## src/rtl/uart_rx_pkg.sv

```systemverilog
// uart_rx_pkg: shared state encoding and constants for the UART RX frame controller.
package uart_rx_pkg;

    typedef enum logic [2:0] {IDLE, START, DATA, PARITY, STOP, DONE} state_e;

    localparam logic PAR_EVEN = 1'b0;
    localparam logic PAR_ODD  = 1'b1;

    localparam logic [5:0] PRESCALE_8  = 6'd8;
    localparam logic [5:0] PRESCALE_16 = 6'd16;
    localparam logic [5:0] PRESCALE_32 = 6'd32;

endpackage

```

## src/rtl/uart_rx_edge_bit_cnt.sv

```systemverilog
// uart_rx_edge_bit_cnt: oversample edge counter and bit counter; both clear whenever disabled.
module uart_rx_edge_bit_cnt #(
    parameter int PRE_W  = 6,
    parameter int BCNT_W = 4
) (
    input  logic              clk_i,
    input  logic              rst_i,
    input  logic              en_i,
    input  logic [PRE_W-1:0]  prescale_i,
    output logic [PRE_W-1:0]  edge_cnt_o,
    output logic [BCNT_W-1:0] bit_cnt_o,
    output logic              wrap_o
);

    logic [PRE_W-1:0]  edge_q, edge_d;
    logic [BCNT_W-1:0] bit_q, bit_d;

    assign wrap_o     = en_i && (edge_q == prescale_i - 1'b1);
    assign edge_cnt_o = edge_q;
    assign bit_cnt_o  = bit_q;

    always_comb begin
        edge_d = (!en_i || wrap_o) ? '0 : edge_q + 1'b1;
        bit_d  = !en_i ? '0 : bit_q + BCNT_W'(wrap_o);
    end

    always_ff @(posedge clk_i or posedge rst_i) begin
        if (rst_i) begin
            edge_q <= '0;
            bit_q  <= '0;
        end else begin
            edge_q <= edge_d;
            bit_q  <= bit_d;
        end
    end

endmodule

```

## src/rtl/uart_rx_ctrl.sv

```systemverilog
// uart_rx_ctrl: UART RX frame FSM, config latch, deserialiser and parity/stop checks.
// UART_RX_BREAK_DET_EN adds brk_det and holds off new frames until the line returns high.
module uart_rx_ctrl
    import uart_rx_pkg::*;
#(
    parameter int DATA_W = 8,
    parameter int PRE_W  = 6,
    parameter int BCNT_W = 4
) (
    input  logic              CLK,
    input  logic              RST,
    input  logic              RX_IN,
    input  logic [PRE_W-1:0]  Prescale,
    input  logic              PAR_EN,
    input  logic              PAR_TYP,
    input  logic              sampled_bit,
    output logic [PRE_W-1:0]  edge_cnt,
    output logic [BCNT_W-1:0] bit_cnt,
    output logic              dat_samp_en,
    output logic [DATA_W-1:0] P_DATA,
    output logic              data_valid,
    output logic              par_err,
    output logic              stp_err
`ifdef UART_RX_BREAK_DET_EN
    ,
    output logic              brk_det
`endif
);

    state_e            state_q, state_d;
    logic [PRE_W-1:0]  pre_q, pre_d;
    logic              pen_q, pen_d, ptyp_q, ptyp_d, bad_q, bad_d;
    logic [DATA_W-1:0] shift_q, shift_d, pdata_q, pdata_d;
    logic              dv_q, dv_d, perr_q, perr_d, serr_q, serr_d;
    logic              end_bit, start_frame;
`ifdef UART_RX_BREAK_DET_EN
    logic              brk_q, brk_d, wait_q, wait_d, pbit_q, pbit_d;
    assign start_frame = (state_q == IDLE || state_q == DONE) && !RX_IN && !wait_q;
    assign brk_det     = brk_q;
`else
    assign start_frame = (state_q == IDLE || state_q == DONE) && !RX_IN;
`endif

    assign dat_samp_en = state_q inside {START, DATA, PARITY, STOP};
    assign P_DATA      = pdata_q;
    assign data_valid  = dv_q;
    assign par_err     = perr_q;
    assign stp_err     = serr_q;

    uart_rx_edge_bit_cnt #(.PRE_W(PRE_W), .BCNT_W(BCNT_W)) u_cnt (
        .clk_i      (CLK),
        .rst_i      (RST),
        .en_i       (dat_samp_en),
        .prescale_i (pre_q),
        .edge_cnt_o (edge_cnt),
        .bit_cnt_o  (bit_cnt),
        .wrap_o     (end_bit)
    );

    always_comb begin
        state_d = state_q;
        pre_d   = pre_q;
        pen_d   = pen_q;
        ptyp_d  = ptyp_q;
        bad_d   = bad_q;
        shift_d = shift_q;
        pdata_d = pdata_q;
        dv_d    = 1'b0;
        perr_d  = 1'b0;
        serr_d  = 1'b0;
`ifdef UART_RX_BREAK_DET_EN
        brk_d   = 1'b0;
        wait_d  = wait_q && !RX_IN;
        pbit_d  = pbit_q;
`endif
        if (start_frame) begin
            pre_d  = Prescale;
            pen_d  = PAR_EN;
            ptyp_d = PAR_TYP;
            bad_d  = 1'b0;
        end
        case (state_q)
            IDLE:  state_d = start_frame ? START : IDLE;
            START: if (end_bit) state_d = sampled_bit ? IDLE : DATA;
            DATA: if (end_bit) begin
                shift_d = {sampled_bit, shift_q[DATA_W-1:1]};
                if (bit_cnt == BCNT_W'(DATA_W)) state_d = pen_q ? PARITY : STOP;
            end
            PARITY: if (end_bit) begin
                perr_d  = sampled_bit != (^shift_q ^ (ptyp_q == PAR_ODD));
                bad_d   = perr_d;
                state_d = STOP;
`ifdef UART_RX_BREAK_DET_EN
                pbit_d  = sampled_bit;
`endif
            end
            STOP: if (end_bit) begin
                state_d = DONE;
                serr_d  = !sampled_bit;
                dv_d    = sampled_bit && !bad_q;
                pdata_d = dv_d ? shift_q : pdata_q;
`ifdef UART_RX_BREAK_DET_EN
                // an all-zero frame is a line break, not a framing error
                if (!sampled_bit && shift_q == '0 && !(pen_q && pbit_q)) begin
                    brk_d  = 1'b1;
                    serr_d = 1'b0;
                    wait_d = 1'b1;
                end
`endif
            end
            DONE:    state_d = start_frame ? START : IDLE;
            default: state_d = IDLE;
        endcase
    end

    always_ff @(posedge CLK or posedge RST) begin
        if (RST) begin
            state_q <= IDLE;
            pre_q   <= '0;
            pen_q   <= 1'b0;
            ptyp_q  <= 1'b0;
            bad_q   <= 1'b0;
            shift_q <= '0;
            pdata_q <= '0;
            dv_q    <= 1'b0;
            perr_q  <= 1'b0;
            serr_q  <= 1'b0;
`ifdef UART_RX_BREAK_DET_EN
            brk_q   <= 1'b0;
            wait_q  <= 1'b0;
            pbit_q  <= 1'b0;
`endif
        end else begin
            state_q <= state_d;
            pre_q   <= pre_d;
            pen_q   <= pen_d;
            ptyp_q  <= ptyp_d;
            bad_q   <= bad_d;
            shift_q <= shift_d;
            pdata_q <= pdata_d;
            dv_q    <= dv_d;
            perr_q  <= perr_d;
            serr_q  <= serr_d;
`ifdef UART_RX_BREAK_DET_EN
            brk_q   <= brk_d;
            wait_q  <= wait_d;
            pbit_q  <= pbit_d;
`endif
        end
    end

endmodule
```

## config.mk

```make
export PLATFORM = sky130hd
export DESIGN_NAME = uart_rx_ctrl
export DESIGN_NICKNAME = d
export VERILOG_FILES = /design/src/rtl/uart_rx_pkg.sv /design/src/rtl/uart_rx_edge_bit_cnt.sv /design/src/rtl/uart_rx_ctrl.sv
export SDC_FILE = /design/constraint.sdc
export NUM_CORES = 1
export LEC_CHECK = 0
export BUFFER_PORTS_ARGS = -buffer_cell sky130_fd_sc_hd__buf_2
export CAP_MARGIN = 15
export CORE_ASPECT_RATIO = 0.8
export CORE_MARGIN = 4
export CORE_UTILIZATION = 35
export DETAILED_ROUTE_END_ITERATION = 12
export PLACE_DENSITY = 0.62
export SYNTH_ARGS = -nofsm -noshare
export SYNTH_HDL_FRONTEND = slang
export SYNTH_SLANG_ARGS = --single-unit
```

## constraint.sdc

```tcl
create_clock -name CLK -period 4.3 [get_ports CLK]
set_input_delay 0.43 -clock CLK [delete_from_list [all_inputs] [get_ports CLK]]
set_output_delay 0.43 -clock CLK [all_outputs]
set_load 0.03 [all_outputs]
```

# Yosys cells after proc, flatten, opt, wreduce, memory -nomap -nowiden
# Index checks and enable logic that the tools add are counted.
# totals
register_bits	41
in_bits	12
output_inout_bits	22
word_cells	65
# classes
addsub	3
eq_ne	13
n_mux	20
bitwise_logic	1
n_reduce_logical	16
# op_table
operator	count
2-to-1 mux 3 bit	6
one-hot mux 3 bit (5 select lines)	1
2-to-1 mux 1 bit	10
!= test 2 x 1 -> 1 bit, second input constant	5
parity 8 bit	1
adder 6 x 1 -> 6 bit, second input constant	1
== test 3 x 2 -> 1 bit, second input constant	2
== test 3 bit, second input constant	2
== test 6 bit	1
2-to-1 mux 6 bit	1
subtractor 6 x 1 -> 6 bit, second input constant	1
AND reduction 5 bit	1
adder 4 x 1 -> 4 bit	1
== test 4 bit, second input constant	1
logical NOT 1 bit	4
2-to-1 mux 4 bit	1
nonzero test 4 bit	1
== test 3 x 1 -> 1 bit, second input constant	1
logical AND 1 bit	3
logical NOT 3 bit	1
AND reduction 3 bit	1
logical OR 1 bit	2
2-to-1 mux 2 bit	1
AND reduction 2 bit	1
3 further kinds	3

# Logic depth before layout (Yosys ltp)
# Gate-level depths: netlist of run 1.
# logic_depth
ltp_word	6
depth_mapped	12
mapped_depth_nobuf	11

# Hierarchy
# A second synthesis of run 1 with hierarchy kept.
# hier_totals
cells_unflattened	160
hier_area_um2	2031.9
# by_module_without_submodules
mod	instances	cells_per_inst	area_per_inst_um2	seq_area_each_um2
uart_rx_ctrl	1	100	1411.4	775.7
uart_rx_edge_bit_cnt	1	60	620.6	250.2

# Worst setup path before layout of run 1
# No wires, ideal clock.
# synth_path
kind	flip-flop to flip-flop
from	reg pre_q[0]
to	reg u_cnt.bit_q[1] (netlist: u_cnt.bit_cnt_o[1])
setup_ps	119
arrival_ps	2441
required_ps	4181
setup_slack_ps	1740
stages_incl_launch_ff	12
path_buffers	1
period_less_slack_ps	2560
cell_sequence	dfrtp_1 > inv_1 > ha_1 > o21ba_2 > a221oi_1 > a41oi_2 > or2_2 > clkbuf_1 > nor2_1 > ha_1 > ha_1 > and2_1
# synth_between
elab_chain_cells	5
# synth_rtl
element	line_no	text
start: declaration	uart_rx_ctrl.sv:31	logic [PRE_W-1:0] pre_q, pre_d;
start signal: assignment	uart_rx_ctrl.sv:135	pre_q <= pre_d;
subtractor 6 x 1 -> 6 bit	uart_rx_edge_bit_cnt.sv:18	assign wrap_o = en_i && (edge_q == prescale_i - 1'b1);
== test 6 bit	uart_rx_edge_bit_cnt.sv:18	
logical AND 1 bit	uart_rx_edge_bit_cnt.sv:18	
adder 4 x 1 -> 4 bit	uart_rx_edge_bit_cnt.sv:24	bit_d = !en_i ? '0 : bit_q + BCNT_W'(wrap_o);
2-to-1 mux 4 bit	uart_rx_edge_bit_cnt.sv:24	
named net u_cnt.bit_d[1]	uart_rx_edge_bit_cnt.sv:16	logic [BCNT_W-1:0] bit_q, bit_d;
end signal: assignment	uart_rx_edge_bit_cnt.sv:33	bit_q <= bit_d;
end: declaration	uart_rx_edge_bit_cnt.sv:16	
# The timed path passes the listed nets, and every way through them passes these cells.
# A chain may end at the register's enable or synchronous reset.

# Final worst setup path of run 1
# Ends and elaborated chain as after synthesis.

==> metrics.yaml, run 1 <==
status: "complete, no violations"
yosys-top-cells-area: "dfrtp_1 52%, mux2_2 14%, xnor2_1 6.6%"
reg2reg_depth: 10
numPortBuffers: 33
synth_warnings: 0
worst_pin_slew_ps: 613
irDropWorstVdd_mv: 0.244
cp-startpoint: "pre_q[0]"
fin_area_mm2: 0.00236
clk_latency_ps: 290
drv_cap: 0
r2r_slack_ps: 1640
ys_seq_elements: 41
synth-seq-area-share: 0.519
syn_avg_cell_area_um2: 12.3
finalSetupViolCount: 0
setup_tns_ps: 0
ios: 34
grt_max_degree: 42
drt_pre_antenna_iters: 4
post_cts_buffers: 0
leakage_uw: 0.00114
grt_pass1_vias: 1350
finalHoldViolations: 0
dp_hpwl_mm: 2.71
path_cells: "inv_1 > ha_1 > o21ba_2 > a221oi_1 > a41oi_2 > or2_2 > nor2_1 > ha_1 > ha_1 > and2_1"
required_ps: 4480
drt_iter0_drc: 50
power.density_mw_per_mm2: 542
cp.arrival_ps: 2850
place.gp.congestion: 0.724
critPathMaxFanout: 7
dieArea_mm2: 0.00692
vias: 1295
finalWirelength_mm: 3.72
hold_ws_ps: 252
grt_util_all_layers: 0.118
clkTransAtPathRegs_ps: 80
fmax_mhz: 375
postRouteAntennaNets: 0
wl_per_cell_um: 13.4
grt-ovfl-total: 0
nFillCells: 554
viasPerCell: 4.68
critPathCaptureType: "register"
maxSlewViolCount: 0
die_y_um: 75.2
min_period_ps: 2660
most-common-layout-cells: "41 x dfrtp_1, 33 x buf_2, 25 x mux2_2"
slowest_stage: "dfrtp_1"
post-route-util: 0.433
synth_cells: 161
rsz0062_at_grt: "false"
r2r_end: "u_cnt.bit_cnt_o[1]"
antenna_found_initial: 0
coreArea_mm2: 0.00547
cts_root_buffer: "clkbuf_8"
start_util: 0.362
path_depth: 10
drc: 0
start_kind: "register"
placed_cell_area_mm2: 0.00223
worstReg2RegStart: "pre_q[0]"
grt_pass1_wl_mm: 6.47
cts_sinks: 41
cts_hold_buf: 0
antenna-diode-count: 0
cts_buffers: 5
htreeDepth: 2
period_share: 0.620
netlist_area_mm2: 0.00198
die_w_um: 92.0
synthToLayoutAreaGrowth_pct: 19.6
critPathTopFamily: "compound AO/OA/AOI/OAI gates"
path_class: "reg -> reg"
cpPeakStageDelay_ps: 440
slew-limit-headroom: 0.588
fin_skew_ps: 6.37
hp-class: "in -> async"
yosysTopAreaCell: "dfrtp_1"
synth_fp_nets: 177
rows: 24
cts_buffer_depth: 2
crit_end: "u_cnt.bit_cnt_o[1]"
cts_resized: 0
cpMostUsedCell: "ha_1"
synth_top_area_share: 0.519
drive_above_1_share: 0.377
final_nets: 214
final_common_cell: "dfrtp_1"
worst-path-buf-inv: 1
cts_tree: "yes"
synthDistinctLibCells: 35
[cell type report]
type	count	area, um^2	area share
Timing Repair Buffer	34	173	0.0730
Clock buffer	5	68.8	0.0291
Multi-Input combinational cell	110	912	0.386
Tap cell	78	97.6	0.0413
Inverter	6	22.5	0.00952
Clock inverter	3	65.1	0.0275
Sequential cell	41	1030	0.434
[synth_stat cells]
library cell,number
a21oi_1,2
a221oi_1,1
a41oi_2,1
and2_1,2
and3_1,1
buf_2,1
clkbuf_1,3
dfrtp_1,41
ha_1,4
inv_1,6
maj3_1,1
mux2_2,25
nand2_1,6
nand2b_1,1
nand3_1,5
nand3b_1,1
nand4b_2,1
nor2_1,15
nor2b_1,2
nor3_1,5
nor4_1,1
nor4_2,1
nor4_4,2
o21ai_0,2
o21ai_1,1
o21ba_2,1
o21bai_1,1
o22ai_1,1
o32ai_1,1
or2_2,1
or3_1,1
or4b_2,1
xnor2_1,15
xnor3_1,1
xor2_1,7
[metrics by stage]
step	setup WS [ps]	cells	total power [uW]
floorplan	1740	161	830
CTS	1620	277	1300
global route	1410	277	1360
global placement	1730	269	929
finish	1640	277	1280
detailed placement	1630	269	935
[metal layers]
metal	global-route usage	part of all wire	vias up
met5	0	0	-
met4	0.0395	0.015	0
met3	0.0320	0.042	6
met2	0.178	0.43	23
met1	0.167	0.51	634
li1	-	-	632
[worst register-to-register path, stage by stage, from the launching register on]
cell	delay (ps)
dfrtp_1	440
inv_1	60
ha_1	260
o21ba_2	230
a221oi_1	340
a41oi_2	160
or2_2	430
nor2_1	120
ha_1	170
ha_1	220
and2_1	130
[how the worst min path moves through the flow]
stage	slack (ps)	endpoint	startpoint
detailed placement	490	P_DATA[1]	P_DATA[1]
global route	310	P_DATA[0]	RST
CTS	270	P_DATA[2]	RST
global placement	490	P_DATA[1]	P_DATA[1]
floorplan	490	bad_q	bad_q
finish	250	P_DATA[0]	RST
[cell families after synthesis]
group           count (synthesis)  synth area share
compound gates                 11            0.0418
xor+xnor                       23             0.109
fa+ha+maj                       5            0.0304
buf+inv                        10            0.0196
flops                          41             0.519
mux                            25             0.142
simple gates                   46             0.138
[flip-flops by register name (all words and copies together) (netlist names)]
signal / flops
P_DATA: 8
bad_q: 1
data_valid: 1
par_err: 1
pen_q: 1
pre_q: 6
ptyp_q: 1
shift_q: 8
state_q: 3
stp_err: 1
u_cnt.bit_cnt_o: 4
u_cnt.edge_cnt_o: 6
[where the power goes]
part	switching (uW)	internal [uW]
registers	78.5	446
clock network	131	231
logic	228	168
(Power assumes the default switching activity.)
==> run 2, diff against run 1 <==
--- a/config.mk
+++ b/config.mk
@@ -11,7 +11,7 @@
 export CORE_MARGIN = 4
 export CORE_UTILIZATION = 35
 export DETAILED_ROUTE_END_ITERATION = 12
-export PLACE_DENSITY = 0.62
+export PLACE_DENSITY = 0.64
 export SYNTH_ARGS = -nofsm -noshare
 export SYNTH_HDL_FRONTEND = slang
 export SYNTH_SLANG_ARGS = --single-unit
==> constraint.sdc (replaced) <==
create_clock -name CLK -period 2.34 [get_ports CLK]
set_input_delay 0.234 -clock CLK [delete_from_list [all_inputs] [get_ports CLK]]
set_output_delay 0.234 -clock CLK [all_outputs]
set_load 0.03 [all_outputs]
==> metrics.yaml, run 2 (synthesis gave the netlist of run 1 again) <==
ios: 34  # unchanged
antenna-diode-count: 0  # unchanged
viasPerCell: 4.68  # +0.14%
worst_pin_slew_ps: 759  # +146 ps
dieArea_mm2: 0.00692  # unchanged
drt_iter0_drc: 31  # -38%
fmax_mhz: 444  # +18%
cts_sinks: 41  # unchanged
slowest_stage: "dfrtp_1"
nFillCells: 529  # -4.5%
status: "complete, no violations"
pwr-share-comb: 0.386  # +0.077
dp_hpwl_mm: 2.89  # +6.7%
postRouteAntennaNets: 0  # unchanged
grt_max_degree: 25  # -40%
critPathMaxFanout: 4  # -3
grt_pass1_wl_mm: 6.55  # +1.3%
cts_buffer_depth: 2  # unchanged
drive_above_1_share: 0.464  # +0.0876
final_common_cell: "dfrtp_1"
htreeDepth: 2  # unchanged
antenna_found_initial: 0  # unchanged
place.gp.congestion: 0.763  # +5.4%
finalHoldViolations: 0  # unchanged
p_sw_uw: 897  # +110%
die_y_um: 75.2  # unchanged
cpMostUsedCell: "ha_4"
coreArea_mm2: 0.00547  # unchanged
clk_latency_ps: 290  # about the same
numPortBuffers: 33  # unchanged
power.density_mw_per_mm2: 925  # +71%
rsz0062_at_grt: "true"
start_util: 0.362  # unchanged
grt-ovfl-total: 0  # unchanged
cts_root_buffer: "clkbuf_8"
wl_per_cell_um: 13.9  # +3.9%
p_sw_frac: 0.383  # +0.0415
grt_util_all_layers: 0.122  # +0.00417
slew-limit-headroom: 0.493  # -0.0945
most-common-layout-cells: "40 x dfrtp_1, 33 x buf_2, 25 x mux2_2"
critPathCaptureType: "register"
cp.arrival_ps: 2410  # -440 ps
cpPeakStageDelay_ps: 430  # about the same
drv_cap: 0  # unchanged
drc: 0  # unchanged
final_nets: 226  # +5.6%
grt_pass1_vias: 1393  # +3.2%
min_period_ps: 2250  # -412 ps
leakage_uw: 0.00121  # +5.5%
cts_tree: "yes"
power_frac_seq: 0.420  # +0.011
critPathTopFamily: "compound AO/OA/AOI/OAI gates"
p_total_uw: 2340  # +83%
fin_skew_ps: 10.0  # +3.63 ps
clock_power_share: 0.194  # -0.088
start_kind: "register"
irDropWorstVdd_mv: 0.408  # +67%
path_cells: "inv_2 > ha_4 > o21ba_4 > a221oi_4 > a41oi_4 > or2_4 > nor2_4 > ha_4 > ha_4 > xnor2_1 > nor2_1"
hold_ws_ps: 62.0  # -189 ps
period_share: 0.963  # +0.343
vias: 1353  # +4.5%
path_class: "reg -> reg"
cts_buffers: 5  # unchanged
die_w_um: 92.0  # unchanged
worst-path-buf-inv: 1  # unchanged
finalWirelength_mm: 4.03  # +8.4%
maxSlewViolCount: 0  # unchanged
rows: 24  # unchanged
finalSetupViolCount: 0  # unchanged
drt_pre_antenna_iters: 4  # unchanged
post-route-util: 0.463  # +0.0307
clkTransAtPathRegs_ps: 80  # about the same
r2r_slack_ps: 90  # -1550 ps
internal_power_uw: 1450  # +71%
hp-class: "in -> async"
synthToLayoutAreaGrowth_pct: 28.1
required_ps: 2490  # -1990 ps
## run 2: cell count changes in the layout (fill, tap and decap cells not counted), sizes merged
cell	change
buf	+12
bufinv	-2
clkinv	+1
clkinvlp	+1
## run 2: final timing paths
check	from	end	depth (start not counted)
min	RST	pre_q[2]	2
min reg2reg	P_DATA[4]	P_DATA[4]	1
max reg2reg	pre_q[0]	u_cnt.bit_cnt_o[2]	11
max in group asynchronous	RST	stp_err	3
min in group CLK	Prescale[4]	pre_q[4]	2
max	pre_q[0]	u_cnt.bit_cnt_o[2]	11
## run 2: power groups by stage
stage / sequential [uW] / clock [uW] / combinational [uW]
after detailed placement: 980 / 0 / 785
after global routing: 1000 / 502 / 999
after global placement: 979 / 0 / 774
after CTS: 970 / 474 / 846
final: 984 / 454 / 905
after floorplan: 1090 / 0 / 478
## run 2: per-stage QoR
step | cell area (um^2) | std cells | setup TNS (ps) | worst slack [ps]
after CTS | 2450 | 286 | 0 | 6.17
after floorplan | 2030 | 161 | -2.36 | -2.36
after detailed placement | 2320 | 275 | -3.78 | -3.78
final | 2530 | 289 | 0 | 86.9
after global routing | 2530 | 289 | -59.8 | -47.1
after global placement | 2320 | 275 | 0 | 58.8
## run 2: cell type report
type	count	area [um^2]	share of cell area
inverter	6	22.5	0.00889
tap	78	97.6	0.0385
multi-input combinational	110	1020	0.404
sequential	41	1030	0.406
timing repair buffer	46	275	0.109
clock inverter	3	17.5	0.00692
clock buffer	5	68.8	0.0272
## run 2: repair_timing
item	4_1_cts	5_1_grt
setup endpoints to repair	2	20
hold buffers	0	0
cloned	0	0
buffers inserted	3	3
pin swaps	1	3
gates resized for setup	2	9
## run 2: worst reg2reg max path, cell delays in order, from the launching register on
cell and delay (ps):
dfrtp_1 430, inv_2 70, ha_4 190, o21ba_4 200, a221oi_4 290, a41oi_4 100
or2_4 290, nor2_4 100, ha_4 150, ha_4 120, xnor2_1 110, nor2_1 60
## run 2: layer usage
layer	up-vias	GRT usage	share of wire
li1	654	-	-
met1	668	0.170	0.51
met2	24	0.190	0.44
met3	7	0.0250	0.033
met4	0	0.0494	0.018
met5	-	0	0
==> run 3, diff against run 2 <==
--- a/config.mk
+++ b/config.mk
@@ -7,7 +7,6 @@
 export LEC_CHECK = 0
 export BUFFER_PORTS_ARGS = -buffer_cell sky130_fd_sc_hd__buf_2
 export CAP_MARGIN = 15
-export CORE_ASPECT_RATIO = 0.8
 export CORE_MARGIN = 4
 export CORE_UTILIZATION = 35
 export DETAILED_ROUTE_END_ITERATION = 12
==> metrics.yaml, run 3 (synthesis gave the netlist of run 1 again) <==
status: "complete, no violations"
place.gp.congestion: 0.752  # -1.4%
htreeDepth: 2  # unchanged
dp_hpwl_mm: 2.73  # -5.7%
cts_buffer_depth: 2  # unchanged
period_share: 0.983  # +0.0206
fmax_mhz: 435  # -2.1%
drt_pre_antenna_iters: 4  # unchanged
cp-startpoint: "pre_q[1]"
antenna-diode-count: 0  # unchanged
worstReg2RegStart: "pre_q[1]"
p_total_uw: 2500  # +6.7%
path_depth: 10  # -1
rsz0062_at_grt: "true"
critPathTopFamily: "compound AO/OA/AOI/OAI gates"
die_w_um: 83.2  # -9.6%
drv_cap: 0  # unchanged
r2r_end: "u_cnt.bit_cnt_o[1]"
grt_util_all_layers: 0.121  # -0.00167
cts_buffers: 5  # unchanged
maxSlewViolCount: 0  # unchanged
viasPerCell: 4.77  # +1.9%
slew-limit-headroom: 0.702  # +0.209
synthToLayoutAreaGrowth_pct: 27.0
critPathCaptureType: "register"
worst_pin_slew_ps: 445  # -314 ps
start_kind: "register"
r2r_slack_ps: 40  # -50 ps
cp.arrival_ps: 2500  # +90 ps
fin_area_mm2: 0.00251  # -0.89%
hp-class: "in -> reg"
finalWirelength_mm: 3.89  # -3.4%
use_met3: 0.0367  # +0.0117
use_met1: 0.152  # -0.0175
reg2reg_depth: 10  # -1
die_y_um: 83.2  # +11%
irDropWorstVdd_mv: 0.610  # +50%
path_cells: "inv_2 > ha_4 > o21ba_4 > a221oi_4 > a41oi_4 > or2_4 > nor2_2 > ha_2 > ha_1 > and2_1"
rows: 27  # +13%
drive_above_1_share: 0.437  # -0.0276
start_util: 0.359  # -0.00271
path_class: "reg -> reg"
cpPeakStageDelay_ps: 410  # -20 ps
final_common_cell: "dfrtp_1"
gr-usage-met2: 0.199  # +0.00885
finalSetupViolCount: 0  # unchanged
grt_max_degree: 42  # +68%
cts_root_buffer: "clkbuf_8"
grt-ovfl-total: 0  # unchanged
power.density_mw_per_mm2: 996  # +7.7%
antenna_found_initial: 0  # unchanged
grt_pass1_wl_mm: 6.76  # +3.2%
hold_depth: 2
placed_cell_area_mm2: 0.00231  # -0.65%
finalHoldViolations: 0  # unchanged
most-common-layout-cells: "40 x dfrtp_1, 33 x buf_2, 25 x mux2_2"
drt_iter0_drc: 63  # +100%
wl_per_cell_um: 14.0  # +0.40%
dieArea_mm2: 0.00691  # -0.11%
min_period_ps: 2300  # +48.1 ps
busiest_layer: "met2"
worst-path-buf-inv: 1  # unchanged
vias: 1326  # -2.0%
leakage_uw: 0.00121  # about the same
cts_tree: "yes"
fin_skew_ps: 4.53  # -5.47 ps
final_nets: 221  # -2.2%
ios: 34  # unchanged
nFillCells: 503  # -4.9%
drc: 0  # unchanged
crit_end: "u_cnt.bit_cnt_o[1]"
grt_pass1_vias: 1365  # -2.0%
clkTransAtPathRegs_ps: 80  # about the same
numPortBuffers: 33  # unchanged
coreArea_mm2: 0.00551  # +0.76%
clk_latency_ps: 300  # about the same
required_ps: 2540  # +50 ps
critPathMaxFanout: 7  # +3
postRouteAntennaNets: 0  # unchanged
cts_sinks: 41  # unchanged
slowest_stage: "dfrtp_1"
run 3: worst min-delay path by stage:
stage / startpoint / to / slack [ps]
floorplan: sampled_bit / stp_err / 310
global placement: RST / pre_q[1] / 310
detailed placement: RST / pre_q[1] / 310
CTS: PAR_TYP / ptyp_q / 160
global route: Prescale[4] / pre_q[4] / 150
finish: PAR_TYP / ptyp_q / 160
run 3: layout make-up:
cell class | instances | area (um^2) | area share
well taps | 72 | 90.1 | 0.0359
flip-flops and latches | 41 | 1030 | 0.409
inverters | 6 | 22.5 | 0.00897
repair buffers | 41 | 244 | 0.0972
clock inverters | 3 | 68.8 | 0.0274
clock buffers | 5 | 68.8 | 0.0274
multi-input cells | 110 | 988 | 0.394
run 3: repair_timing:
action	in CTS	in global routing
buffers inserted	1	0
endpoints found under the hold margin	41	0
pin swaps	1	4
resized for setup	0	7
cloned	0	0
setup endpoints to repair	2	19
hold buffers	1	0
run 3: stage by stage:
step	hold slack (ps)	setup WS, ps	util	setup TNS (ps)	instances
after global placement	305	56.9	0.419	0	268
after detailed placement	311	2.91	0.419	0	268
after CTS	157	10.4	0.447	0	278
after global routing	155	-78.7	0.456	-201	278
final	162	38.7	0.456	0	278
after floorplan	306	-2.36	-	-2.36	161
run 3: power breakdown:
part	switching [uW]	leakage (uW)	internal [uW]	total (uW)
clock network	268	0.0000687	430	697
registers	156	0.000537	821	977
logic	459	0.000600	367	827
total	883	0.00121	1620	2500
run 3: metal layers:
metal	wire length [um]	up-vias
met4	46	0
met1	1720	644
met2	1950	30
met5	0	-
met3	172	6
li1	-	646
